[src/rtl/usage_reminder_pkg.sv]
// Shared definitions for the appliance usage reminder: FSM states, timing defaults
// and the h:m to total-minutes helper used by the limit comparison.
package usage_reminder_pkg;

    typedef enum logic [1:0] {
        ST_IDLE  = 2'd0,
        ST_COUNT = 2'd1,
        ST_ALERT = 2'd2
    } state_t;

    localparam int TICK_CYCLES_DEFAULT = 100_000_000;
    localparam int MAX_HOURS_DEFAULT   = 99;
    localparam int SECS_PER_MIN        = 60;
    localparam int MINS_PER_HOUR       = 60;

    function automatic logic [12:0] total_minutes(input logic [6:0] hours,
                                                  input logic [5:0] minutes);
        return 13'(hours) * 13'(MINS_PER_HOUR) + 13'(minutes);
    endfunction

endpackage

[src/rtl/usage_reminder_tick_prescaler.sv]
// Free-running divider that emits a one-cycle tick every TICK_CYCLES enabled cycles.
// The count holds while enable is low and returns to zero on clear.
module tick_prescaler #(
    parameter int TICK_CYCLES = 10
) (
    input  logic clk,
    input  logic reset,
    input  logic enable,
    input  logic clear,
    output logic tick
);

    localparam int CW = (TICK_CYCLES > 1) ? $clog2(TICK_CYCLES) : 1;
    localparam logic [CW-1:0] LAST = CW'(TICK_CYCLES - 1);

    logic [CW-1:0] count;

    always_ff @(posedge clk or posedge reset) begin
        if (reset) begin
            count <= '0;
        end else if (clear) begin
            count <= '0;
        end else if (enable) begin
            if (count == LAST) begin
                count <= '0;
            end else begin
                count <= count + CW'(1);
            end
        end
    end

    assign tick = enable && (count == LAST);

endmodule

[src/rtl/usage_reminder.sv]
// Accumulates appliance running time as h:m:s and raises a cleaning reminder once the
// accumulated minutes reach the limit from timer_setter; a clean-done edge restarts the count.
module usage_reminder
    import usage_reminder_pkg::*;
#(
    parameter int TICK_CYCLES = TICK_CYCLES_DEFAULT,
    parameter int MAX_HOURS   = MAX_HOURS_DEFAULT
) (
    input  logic       clk,
    input  logic       reset,
    input  logic       power_on,
    input  logic       running,
    input  logic [5:0] limit_hours,
    input  logic [5:0] limit_minutes,
    input  logic       clean_done,
    output logic [6:0] acc_hours,
    output logic [5:0] acc_minutes,
    output logic [5:0] acc_seconds,
    output logic       remind,
    output logic       remind_blink
);

    localparam int BLINK_CYCLES = (TICK_CYCLES >= 2) ? TICK_CYCLES / 2 : 1;
    localparam logic [5:0] LAST_SEC = 6'(SECS_PER_MIN - 1);
    localparam logic [5:0] LAST_MIN = 6'(MINS_PER_HOUR - 1);
    localparam logic [6:0] TOP_HOUR = 7'(MAX_HOURS);

    state_t      state;
    state_t      next_state;
    logic        clean_prev;
    logic        clean_rise;
    logic        do_clear;
    logic        count_en;
    logic        sec_tick;
    logic        blink_tick;
    logic        at_max;
    logic        limit_hit;
    logic [10:0] limit_total;
    logic [12:0] acc_total;

    assign clean_rise  = clean_done && !clean_prev;
    assign do_clear    = clean_rise && power_on && (state != ST_IDLE);
    assign count_en    = power_on && running && (state == ST_COUNT);
    assign limit_total = 11'(limit_hours) * 11'(MINS_PER_HOUR) + 11'(limit_minutes);
    assign acc_total   = total_minutes(acc_hours, acc_minutes);
    assign limit_hit   = (limit_total != 11'd0) && (acc_total >= 13'(limit_total));
    assign at_max      = (acc_hours == TOP_HOUR) && (acc_minutes == LAST_MIN) &&
                         (acc_seconds == LAST_SEC);
    assign remind      = (state == ST_ALERT);

    tick_prescaler #(.TICK_CYCLES(TICK_CYCLES)) u_sec_prescaler (
        .clk    (clk),
        .reset  (reset),
        .enable (count_en),
        .clear  (do_clear),
        .tick   (sec_tick)
    );

    // The blink divider only runs inside ALERT so every entry starts from a clean phase.
    tick_prescaler #(.TICK_CYCLES(BLINK_CYCLES)) u_blink_prescaler (
        .clk    (clk),
        .reset  (reset),
        .enable (state == ST_ALERT),
        .clear  (next_state != ST_ALERT),
        .tick   (blink_tick)
    );

    always_ff @(posedge clk or posedge reset) begin
        if (reset) begin
            state      <= ST_IDLE;
            clean_prev <= 1'b0;
        end else begin
            state      <= next_state;
            clean_prev <= clean_done;
        end
    end

    // Power loss dominates a clean request; otherwise a clean restarts counting.
    always_comb begin
        next_state = state;
        case (state)
            ST_IDLE: begin
                if (power_on) next_state = ST_COUNT;
            end
            ST_COUNT: begin
                if (!power_on)      next_state = ST_IDLE;
                else if (clean_rise) next_state = ST_COUNT;
                else if (limit_hit)  next_state = ST_ALERT;
            end
            ST_ALERT: begin
                if (!power_on)                     next_state = ST_IDLE;
                else if (clean_rise || !limit_hit) next_state = ST_COUNT;
            end
            default: next_state = ST_IDLE;
        endcase
    end

    always_ff @(posedge clk or posedge reset) begin
        if (reset) begin
            acc_hours   <= '0;
            acc_minutes <= '0;
            acc_seconds <= '0;
        end else if (do_clear) begin
            acc_hours   <= '0;
            acc_minutes <= '0;
            acc_seconds <= '0;
        end else if (sec_tick && !at_max) begin
            if (acc_seconds != LAST_SEC) begin
                acc_seconds <= acc_seconds + 6'd1;
            end else begin
                acc_seconds <= '0;
                if (acc_minutes != LAST_MIN) begin
                    acc_minutes <= acc_minutes + 6'd1;
                end else begin
                    acc_minutes <= '0;
                    acc_hours   <= acc_hours + 7'd1;
                end
            end
        end
    end

    always_ff @(posedge clk or posedge reset) begin
        if (reset) begin
            remind_blink <= 1'b0;
        end else if (next_state != ST_ALERT) begin
            remind_blink <= 1'b0;
        end else if (blink_tick) begin
            remind_blink <= ~remind_blink;
        end
    end

endmodule

[config.mk]
export PLATFORM = sky130hd
export DESIGN_NAME = usage_reminder
export DESIGN_NICKNAME = d
export VERILOG_FILES = /design/src/rtl/usage_reminder_pkg.sv /design/src/rtl/usage_reminder_tick_prescaler.sv /design/src/rtl/usage_reminder.sv
export SDC_FILE = /design/constraint.sdc
export NUM_CORES = 1
export LEC_CHECK = 0
export ABC_AREA = 1
export CORE_ASPECT_RATIO = 1.75
export CORE_MARGIN = 10
export CORE_UTILIZATION = 56
export CTS_CLUSTER_DIAMETER = 120
export DETAILED_ROUTE_END_ITERATION = 8
export PLACE_DENSITY = 0.78
export SLEW_MARGIN = 10
export SYNTH_ARGS = -nofsm -noshare
export SYNTH_HDL_FRONTEND = slang
export SYNTH_SLANG_ARGS = --single-unit
[constraint.sdc]
create_clock -name clk -period 4.4 [get_ports clk]
set_clock_uncertainty 0.2 [all_clocks]
set_input_delay 0.88 -clock clk [delete_from_list [all_inputs] [get_ports clk]]
set_output_delay 0.88 -clock clk [all_outputs]
set_load 0.02 [all_outputs]
-- Word-level counts from Yosys, hierarchy flattened
Cells that the tools add are included.
- register bits: 76
- latch bits: 0
- RAM bits: 0
- memory bits (read-only): 0
- bits of input ports: 17
- output and inout port bits: 21
- logic and storage cells: 81
- memories kept: 0
- add/sub/neg operators: 7
- multiply operators: 2
- divide/modulo/power cells: 0
- order comparisons: 1
- equal/unequal tests: 12
- shift-type cells: 0
- mux-type cells: 26
- bitwise operators: 1
- reduce and logical (&&, ||, !) cells: 24
- operator list (operator ; count):
    $mux 27 ; 3
    $mux 26 ; 3
    $mux 6 ; 7
    $mux 7 ; 4
    $add 27x1->27 const B ; 1
    $eq 27x27->1 const B ; 1
    $add 26x1->26 const B ; 1
    $eq 26x26->1 const B ; 1
    $add 13x6->13 ; 1
    $ge 13x11->1 ; 1
    $add 6x1->6 const B ; 2
    $eq 6x6->1 const B ; 2
    $mux 2 ; 6
    $ne 6x6->1 const B ; 2
    $add 11x6->11 ; 1
    $logic_and 1x1->1 ; 11
    $mul 7x4->11 const B ; 1
    $reduce_bool 11->1 ; 1
    $reduce_bool 2->1 ; 5
    $mul 6x4->9 const B ; 1
    $add 7x1->7 const B ; 1
    $eq 7x7->1 const B ; 1
    $ne 2x2->1 const B ; 3
    $pmux 2 s3 ; 1
    other kinds (9) ; 12

-- Depth between registers and ports, before layout
- depth after elaboration: 11
- gate-level depth with buffers: 27
- mapped depth without buffers: 27

-- Hierarchy
A second synthesis with hierarchy kept.
- cell total of the unflattened synthesis: 990
- area, all modules: 6922.9 um^2
- by module, submodules not included (module ; times used ; cells an instance ; area each (um^2) ; seq. area each (um^2)):
    usage_reminder ; 1 ; 492 ; 3505.9 ; 575.6
    tick_prescaler (u_sec_prescaler) ; 1 ; 261 ; 1776.7 ; 675.6
    tick_prescaler (u_blink_prescaler) ; 1 ; 237 ; 1640.3 ; 650.6

-- Least setup slack after synthesis
Ideal clock, no wire load.
- path type: input-to-reg
- from: input limit_hours[0]
- to: register u_blink_prescaler.count[12]
- setup time: 0.123 ns
- data arrival time: 4.499 ns
- required time: 4.077 ns
- setup slack: -0.422 ns
- cell stages on the path: 23
- path buffers: 1
- path through: fa_1 -> fa_1 -> inv_1 -> fa_1 -> inv_1 -> ha_1 -> a21oi_1 -> nand2_1 -> nand4_1 -> nand2_1 -> nand2_1 -> inv_1 -> ha_1 -> nand2_1 -> o21bai_1 -> nand3_1 -> nand2_1 -> nand2_1 -> nor2_2 -> nand2_2 -> nand3_4 -> buf_12 -> nor2_2
- cells in the longest elaborated chain, start to end: 11
- elaborated cells between the ends (all ways): 16
- those cells by class: add/sub (1); mul (1); order compare (1); eq/ne (1); mux (7); reduce/logical (5)
- RTL lines (element ; line ; RTL):
    start, declared ; usage_reminder.sv:13 ; input logic [5:0] limit_hours,
    $mul 6x4->9 (*) ; usage_reminder.sv:44 ; assign limit_total = 11'(limit_hours) * 11'(MINS_PER_HOUR) + 11'(limit_minutes);
    $add 11x6->11 (*) ; usage_reminder.sv:44 ;
    $ge 13x11->1 or $reduce_bool 11->1 (tied branches) ; usage_reminder.sv:46 ; assign limit_hit = (limit_total != 11'd0) && (acc_total >= 13'(limit_total));
    $logic_and 1x1->1 (*) ; usage_reminder.sv:46 ;
    $logic_not 1->1 ; usage_reminder.sv:92 ; else if (clean_rise || !limit_hit) next_state = ST_COUNT;
    $logic_or 1x1->1 ; usage_reminder.sv:92 ;
    $mux 2 ; usage_reminder.sv:92 ;
    $mux 2 ; usage_reminder.sv:91 ; if (!power_on) next_state = ST_IDLE;
    $pmux 2 s3 (*) ; usage_reminder.sv:81 ; case (state)
    $ne 2x2->1 (*) ; usage_reminder.sv:64 ; .clear (next_state != ST_ALERT),
    $mux 26 or $reduce_bool 2->1 (tied branches) ; - ;
    end signal, assigned ; usage_reminder_tick_prescaler.sv:27 ; count <= count + CW'(1);
    end, declared ; usage_reminder_tick_prescaler.sv:16 ; logic [CW-1:0] count;
Every way passes the cells marked *; elsewhere a longest branch is shown, timed or not.
A chain may end at the register's enable or synchronous reset.

-- Final worst setup path
- from: input limit_hours[1]
- to: register u_blink_prescaler.count[1]
The elaborated chain is that of the path after synthesis.

==> results.cfg <==
[layout]
post-route-util_pct = 68.39
drive_above_1_share_pct = 16.26
areaGrowthSynthToFinish_pct = 20.68
final_nets = 1109
fin_cells = 1158
antennaDiodeCount = 0

[synth]
synth-main-ff-cell = dfrtp_1
synth_enable_flop_cells = 0
yosys_warnings = 0
ys_types = 50
async_flop_share_pct = 100.0
synth_area_sq_um = 6764
ys_ff_latch = 76
synthesis.instances = 921
ys_seq_area_share_pct = 28.12
syn-num-nets = 1014
avgSynthCellArea_sq_um = 7.344

[cts]
clk_pin_slew_ns = 0.07
cts_tree = done
h-tree-depth = 3
cts_root_buffer = clkbuf_16
numCtsBuffers = 9
clk_path_buf_depth = 2
clock_latency_ns = 0.34
cts_sinks = 76
cts_hold_buf = 0

[timing]
slew-limit-headroom_pct = 48.89
fmax_ghz = 0.2107
slew_violations = 0
worstMarginPinSlew_ns = 0.7643
fin_crit_sh_pct = 107.9
finalSetupViolCount = 29
rsz0062_at_grt = yes
fin_crit_ns = 4.747
hold_viol_final = 0
finalWorstSetupSlack_ns = -0.3468

[hold_path]
hp-class = flip-flop to flip-flop
hold_start = u_sec_prescaler.count[1]
min_delay_path_depth = 1
min_to = u_sec_prescaler.count[1]

[placement]
place.detailed.hpwl_mm = 12.47
io_buffers = 37
place.gp.congestion = 0.9424
place_inst = 1135

[pwr]
ir_drop_mv = 0.2431
p_leak_nw = 3.983
powerDensity_nw_per_um2 = 278.4

[critical_path]
path_buf_inv = 6
path_max_fanout = 6
worstSetupPathType = input pin to flip-flop
end_kind = flip-flop
critPathArrivalTime_ns = 4.78
worst_path_max_delay_cell = fa_1
crit_cells = 24
r2r-start = acc_hours[0]
cp_top_family = adder cells
reg2reg_slack_ns = -0.24
required_ns = 4.43
critPathLaunch = limit_hours[1]
cp-start-kind = input pin
max_stage_delay_ns = 0.57
cp_cell_sequence = buf_6 -> fa_1 -> fa_1 -> inv_1 -> fa_1 -> inv_2 -> ha_4 -> a21oi_4 -> buf_4 -> nand3_1 -> nand2_2 -> ha_4 -> nand2_2 -> nor3_2 -> o21bai_1 -> nand3_1 -> nand2_1 -> nand2_2 -> nor2_2 -> nand2_2 -> nand3_4 -> buf_6 -> clkbuf_16 -> nor2_2
regToRegEndpoint = u_blink_prescaler.count[1]
worst_path_most_repeated_cell = nand2_2
reg2regPathDepth = 24

[flow_run]
cap_violations = 0

[drt]
wl_per_cell_um = 13.97
totalWireLength_mm = 16.17
via_count = 6349
drt.antenna.violating_nets = 0
vias_per_cell = 5.483
dr.pass1.iters = 5
drc_errors = 0
drt_iter0_drc = 244

[grt]
grt_antenna_before_repair = 0
grt_pass1_wl_mm = 27.90
gr-total-overflow = 0
grt_max_degree = 32
grt_pass1_vias = 6483
grt_usage_pct = 19.97

[die]
core_area_sq_um = 11940
fp.dieW_um = 103.1
rows = 53
die-area_sq_um = 17050
dieHeight_um = 165.4
start_util_pct = 56.67
pin_count = 38

[outcome]
violations = setup timing
outcome = complete, but fails checks
layout by cell type (no fill, tap or decap), types with 10 or more instances in the layout:
cell type / instances
fa_1: 22
nor2_2: 30
nor3_1: 25
inv_2: 10
nor2_4: 11
nand2_2: 14
ha_1: 50
a21oi_1: 35
o21ai_0: 26
buf_4: 50
clkbuf_16: 10
xor2_1: 14
nor2_1: 76
dfrtp_1: 76
inv_1: 158
nand3_1: 63
nand3b_1: 13
nand4_1: 36
nand2_1: 177
clkdlybuf4s50_1: 33
synthesized netlist by cell type, types with 3 or more instances:
| master | number | area (sq um) |
|---|---|---|
| buf_2 | 4 | 20.02 |
| nor2_2 | 27 | 168.9 |
| a21oi_1 | 36 | 180.2 |
| nor2_1 | 83 | 311.6 |
| nand2_1 | 184 | 690.7 |
| o21ai_1 | 7 | 35.03 |
| o21ai_0 | 27 | 135.1 |
| fa_1 | 22 | 440.4 |
| or2_2 | 3 | 18.77 |
| nor3_1 | 26 | 130.1 |
| o21a_1 | 4 | 30.03 |
| a31oi_1 | 3 | 18.77 |
| ha_1 | 54 | 675.7 |
| nor4_1 | 8 | 50.05 |
| xor2_1 | 15 | 131.4 |
| inv_1 | 161 | 604.3 |
| nand4_1 | 36 | 225.2 |
| nand3_1 | 64 | 320.3 |
| nor2_4 | 7 | 78.83 |
| o21bai_1 | 3 | 22.52 |
| inv_2 | 7 | 26.28 |
| nor3_2 | 3 | 30.03 |
| nand3_2 | 3 | 30.03 |
| nand3b_1 | 13 | 97.59 |
| xnor2_1 | 7 | 61.31 |
| dfrtp_1 | 76 | 1902 |
| nand2_2 | 9 | 56.30 |
what timing repair did:
action                                  in CTS  in global routing
resized for setup                           33                 13
buffers inserted                             5                  1
cloned                                       1                  1
pin swaps                                   24                 16
endpoints found under the hold margin        0                  0
endpoints found under the setup margin      29                 29
layout make-up:
cell class,count,area (sq um)
well taps,137,171.4
inverters,168,630.6
repair buffers,93,857.1
multi-input cells,668,4313
clock buffers,9,225.2
clock inverters,7,63.81
fillers,1027,3774
flip-flops and latches,76,1902
metal layers:
metal | wire length [um] | vias to the layer above | track usage, % | share of wire, %
met5 | 0 | - | 0 | 0
met4 | 416 | 0 | 8.831 | 2.6
met3 | 506 | 40 | 3.207 | 3.1
met2 | 9199 | 141 | 37.68 | 57
met1 | 6051 | 3003 | 20.70 | 37
li1 | - | 3165 | - | -
cells by family (layout without fill, tap and decap cells):
logic type,Yosys count,count (layout),synth area share [%]
fa+ha+maj,76,76,16.50
buf+inv,177,277,10.36
xor+xnor,23,23,3.089
compound gates,97,97,8.306
simple gates,472,472,33.63
flops,76,76,28.12
report_power, final:
group / switching (mW) / internal, mW
registers: 0.0626 / 0.752
clock network: 0.330 / 0.395
logic: 0.401 / 0.332
total: 0.793 / 1.48
sequential cells by signal, summed over array words and instances (netlist names):
signal,count
u_sec_prescaler.count,27
u_blink_prescaler.count,26
acc_hours,7
acc_minutes,6
acc_seconds,6
state,2
clean_prev,1
remind_blink,1
metrics by stage:
step | setup TNS, ns | power, mW | worst slack [ns] | hold slack, ns | instance area, sq um
CTS | -6.215 | 2.235 | -0.2399 | 0.3452 | 8078
global route | -14.34 | 2.408 | -0.5349 | 0.3565 | 8163
finish | -8.848 | 2.272 | -0.3468 | 0.3440 | 8163
floorplan | -6.510 | 1.246 | -0.2729 | 0.2903 | 6785
global placement | -24.79 | 1.450 | -0.8796 | 0.3217 | 7650
detailed placement | -27.99 | 1.473 | -0.9993 | 0.3254 | 7650
how the worst max path moves through the flow:
stage                                              to
after global placement    u_blink_prescaler.count[18]
after CTS                 u_blink_prescaler.count[17]
after detailed placement  u_blink_prescaler.count[18]
final                      u_blink_prescaler.count[1]
after global routing       u_blink_prescaler.count[1]
after floorplan           u_blink_prescaler.count[12]
Note: power is estimated with default switching activity, not from simulation.
==> RTL edit (same settings) <==
The 3 states of `state_t` get a one-hot encoding in 3 bits.
--- a/src/rtl/usage_reminder_pkg.sv
+++ b/src/rtl/usage_reminder_pkg.sv
@@ -2,10 +2,10 @@
 // and the h:m to total-minutes helper used by the limit comparison.
 package usage_reminder_pkg;
 
-    typedef enum logic [1:0] {
-        ST_IDLE  = 2'd0,
-        ST_COUNT = 2'd1,
-        ST_ALERT = 2'd2
+    typedef enum logic [2:0] {
+        ST_IDLE  = 3'b001,
+        ST_COUNT = 3'b010,
+        ST_ALERT = 3'b100
     } state_t;
 
     localparam int TICK_CYCLES_DEFAULT = 100_000_000;
Check against the original RTL: same outputs for any inputs over 10 cycles, from zero or initial values and one cycle with reset high; not proved beyond that.
==> RTL edit against the unedited design <==
The flow still finishes with violations (negative setup slack); cell count up 3.1%; design area up 3.4%; synthesized area up 0.87%; setup slack worse by 0.37 ns; wire length up 1.8%; sequential cell count up 1; via count up 1.1%; power up 10%; largest power group is now combinational cells.
==> RTL edit: results <==
outcome:
  outcome: "finished, violations left"
  violations: "negative setup slack"
yosys:
  synth_cells: 915
  synth_xor_area_share_pct: 4.05
  synth-adder-area-share_pct: 16.4
  synth_commonest_cells: "159 x inv_1, 158 x nand2_1, 80 x nor2_1, 76 x dfrtp_1, 65 x nand3_1"
  synth_cell_types: 53
  synth_compound_area_share_pct: 12.3
drt:
  viasPerCell: 5.38
  drt_wl_total_um: 16500
timing:
  tightest_slew_ns: 0.776
  setup_viol: 29
  fin_ws_ns: -0.715
  timing.hold.ws_ns: 0.321
worst_setup_path:
  worst-r2r-cell-count: 22
  reg2reg_slack_ns: -0.27
  critPathMaxStageDelay_ns: 0.59
  worstPathArrival_ns: 5.14
  critPathMaxFanout: 5
power:
  power.leakage_uw: 0.00404
layout:
  nNetsFinal: 1117
  drive_above_1_share_pct: 18.7
global_route:
  track_usage_pct: 19.6
  grt_pass1_wl_um: 27900
placement:
  gp_congestion: 0.918
hold_path:
  min_to: "u_sec_prescaler.count[22]$_DFFE_PP0P_"
RTL edit: cell count changes after synthesis, sizes merged, moves of 4 or more:
cell	before	now
nand2	193	171
a21oi	37	73
o21ai	34	43
nand3b	14	7
nand4	36	28
nor4	8	3
nor3	29	35
clkbuf	2	7
nor2	117	89
xor2	15	19
RTL edit: worst max-delay path by stage:
| stage | depth (start not counted) | start | slack, ns | endpoint |
|---|---|---|---|---|
| floorplan | 27 | limit_hours[2] | -0.70 | u_blink_prescaler.count[11]$_DFFE_PP0P_ |
| global placement | 28 | limit_hours[0] | -1.35 | u_blink_prescaler.count[11]$_DFFE_PP0P_ |
| detailed placement | 28 | limit_hours[0] | -1.44 | u_blink_prescaler.count[9]$_DFFE_PP0P_ |
| CTS | 29 | limit_hours[2] | -0.56 | u_blink_prescaler.count[9]$_DFFE_PP0P_ |
| global route | 28 | limit_hours[0] | -0.97 | u_blink_prescaler.count[9]$_DFFE_PP0P_ |
| finish | 28 | limit_hours[0] | -0.72 | u_blink_prescaler.count[9]$_DFFE_PP0P_ |
RTL edit: worst reg2reg max path, stage by stage (launching register included):
cell and delay [ns]:
dfrtp_1 0.40, fa_1 0.52, fa_1 0.53, inv_1 0.07, fa_1 0.47, inv_1 0.04, ha_1 0.28, a21oi_1 0.10
nor2_1 0.14, nand2_2 0.08, buf_4 0.14, nor2_4 0.11, xor2_1 0.29, ha_4 0.26, a21oi_2 0.11, a21boi_4 0.19
nand3_4 0.10, nand2_2 0.07, nand2_2 0.06, nand2_4 0.12, buf_6 0.12, buf_12 0.10, a21oi_2 0.05
RTL edit: stage by stage:
step                total power [uW]  worst slack, ns  utilization, %  instance area (um2)
CTS                             2430           -0.563            69.6                 8360
detailed placement              1540            -1.44            65.4                 7850
floorplan                       1280           -0.698               -                 6840
finish                          2510           -0.715            70.3                 8440
global route                    2650           -0.971            70.3                 8440
global placement                1520            -1.35            65.4                 7850
RTL edit: where the power goes:
group | switching, uW | internal, uW | total [uW]
Clock | 341 | 454 | 795
Sequential | 41.4 | 751 | 793
Combinational | 488 | 436 | 923
Total | 870 | 1640 | 2510
RTL edit: timing repair:
item	in CTS	in global routing
buffers inserted	13	2
endpoints found under the setup margin	29	29
pin swaps	16	16
resized for setup	37	19
gates cloned	1	0
RTL edit: layer usage:
layer	vias up	part of all wire, %	global-route usage [%]	routed length [um]
li1	3197	-	-	-
met1	3037	38	20.4	6260
met2	144	55	37.1	9070
met3	40	3.7	2.54	606
met4	0	3.2	8.02	534
met5	-	0	0	0
RTL edit: final cells by class:
type	count	area (um2)
fillers	985	3570
multi-input cells	657	4330
clock buffers	9	225
inverters	166	623
well taps	165	206
repair buffers	113	1030
clock inverters	7	86.3
flip-flops and latches	77	1930
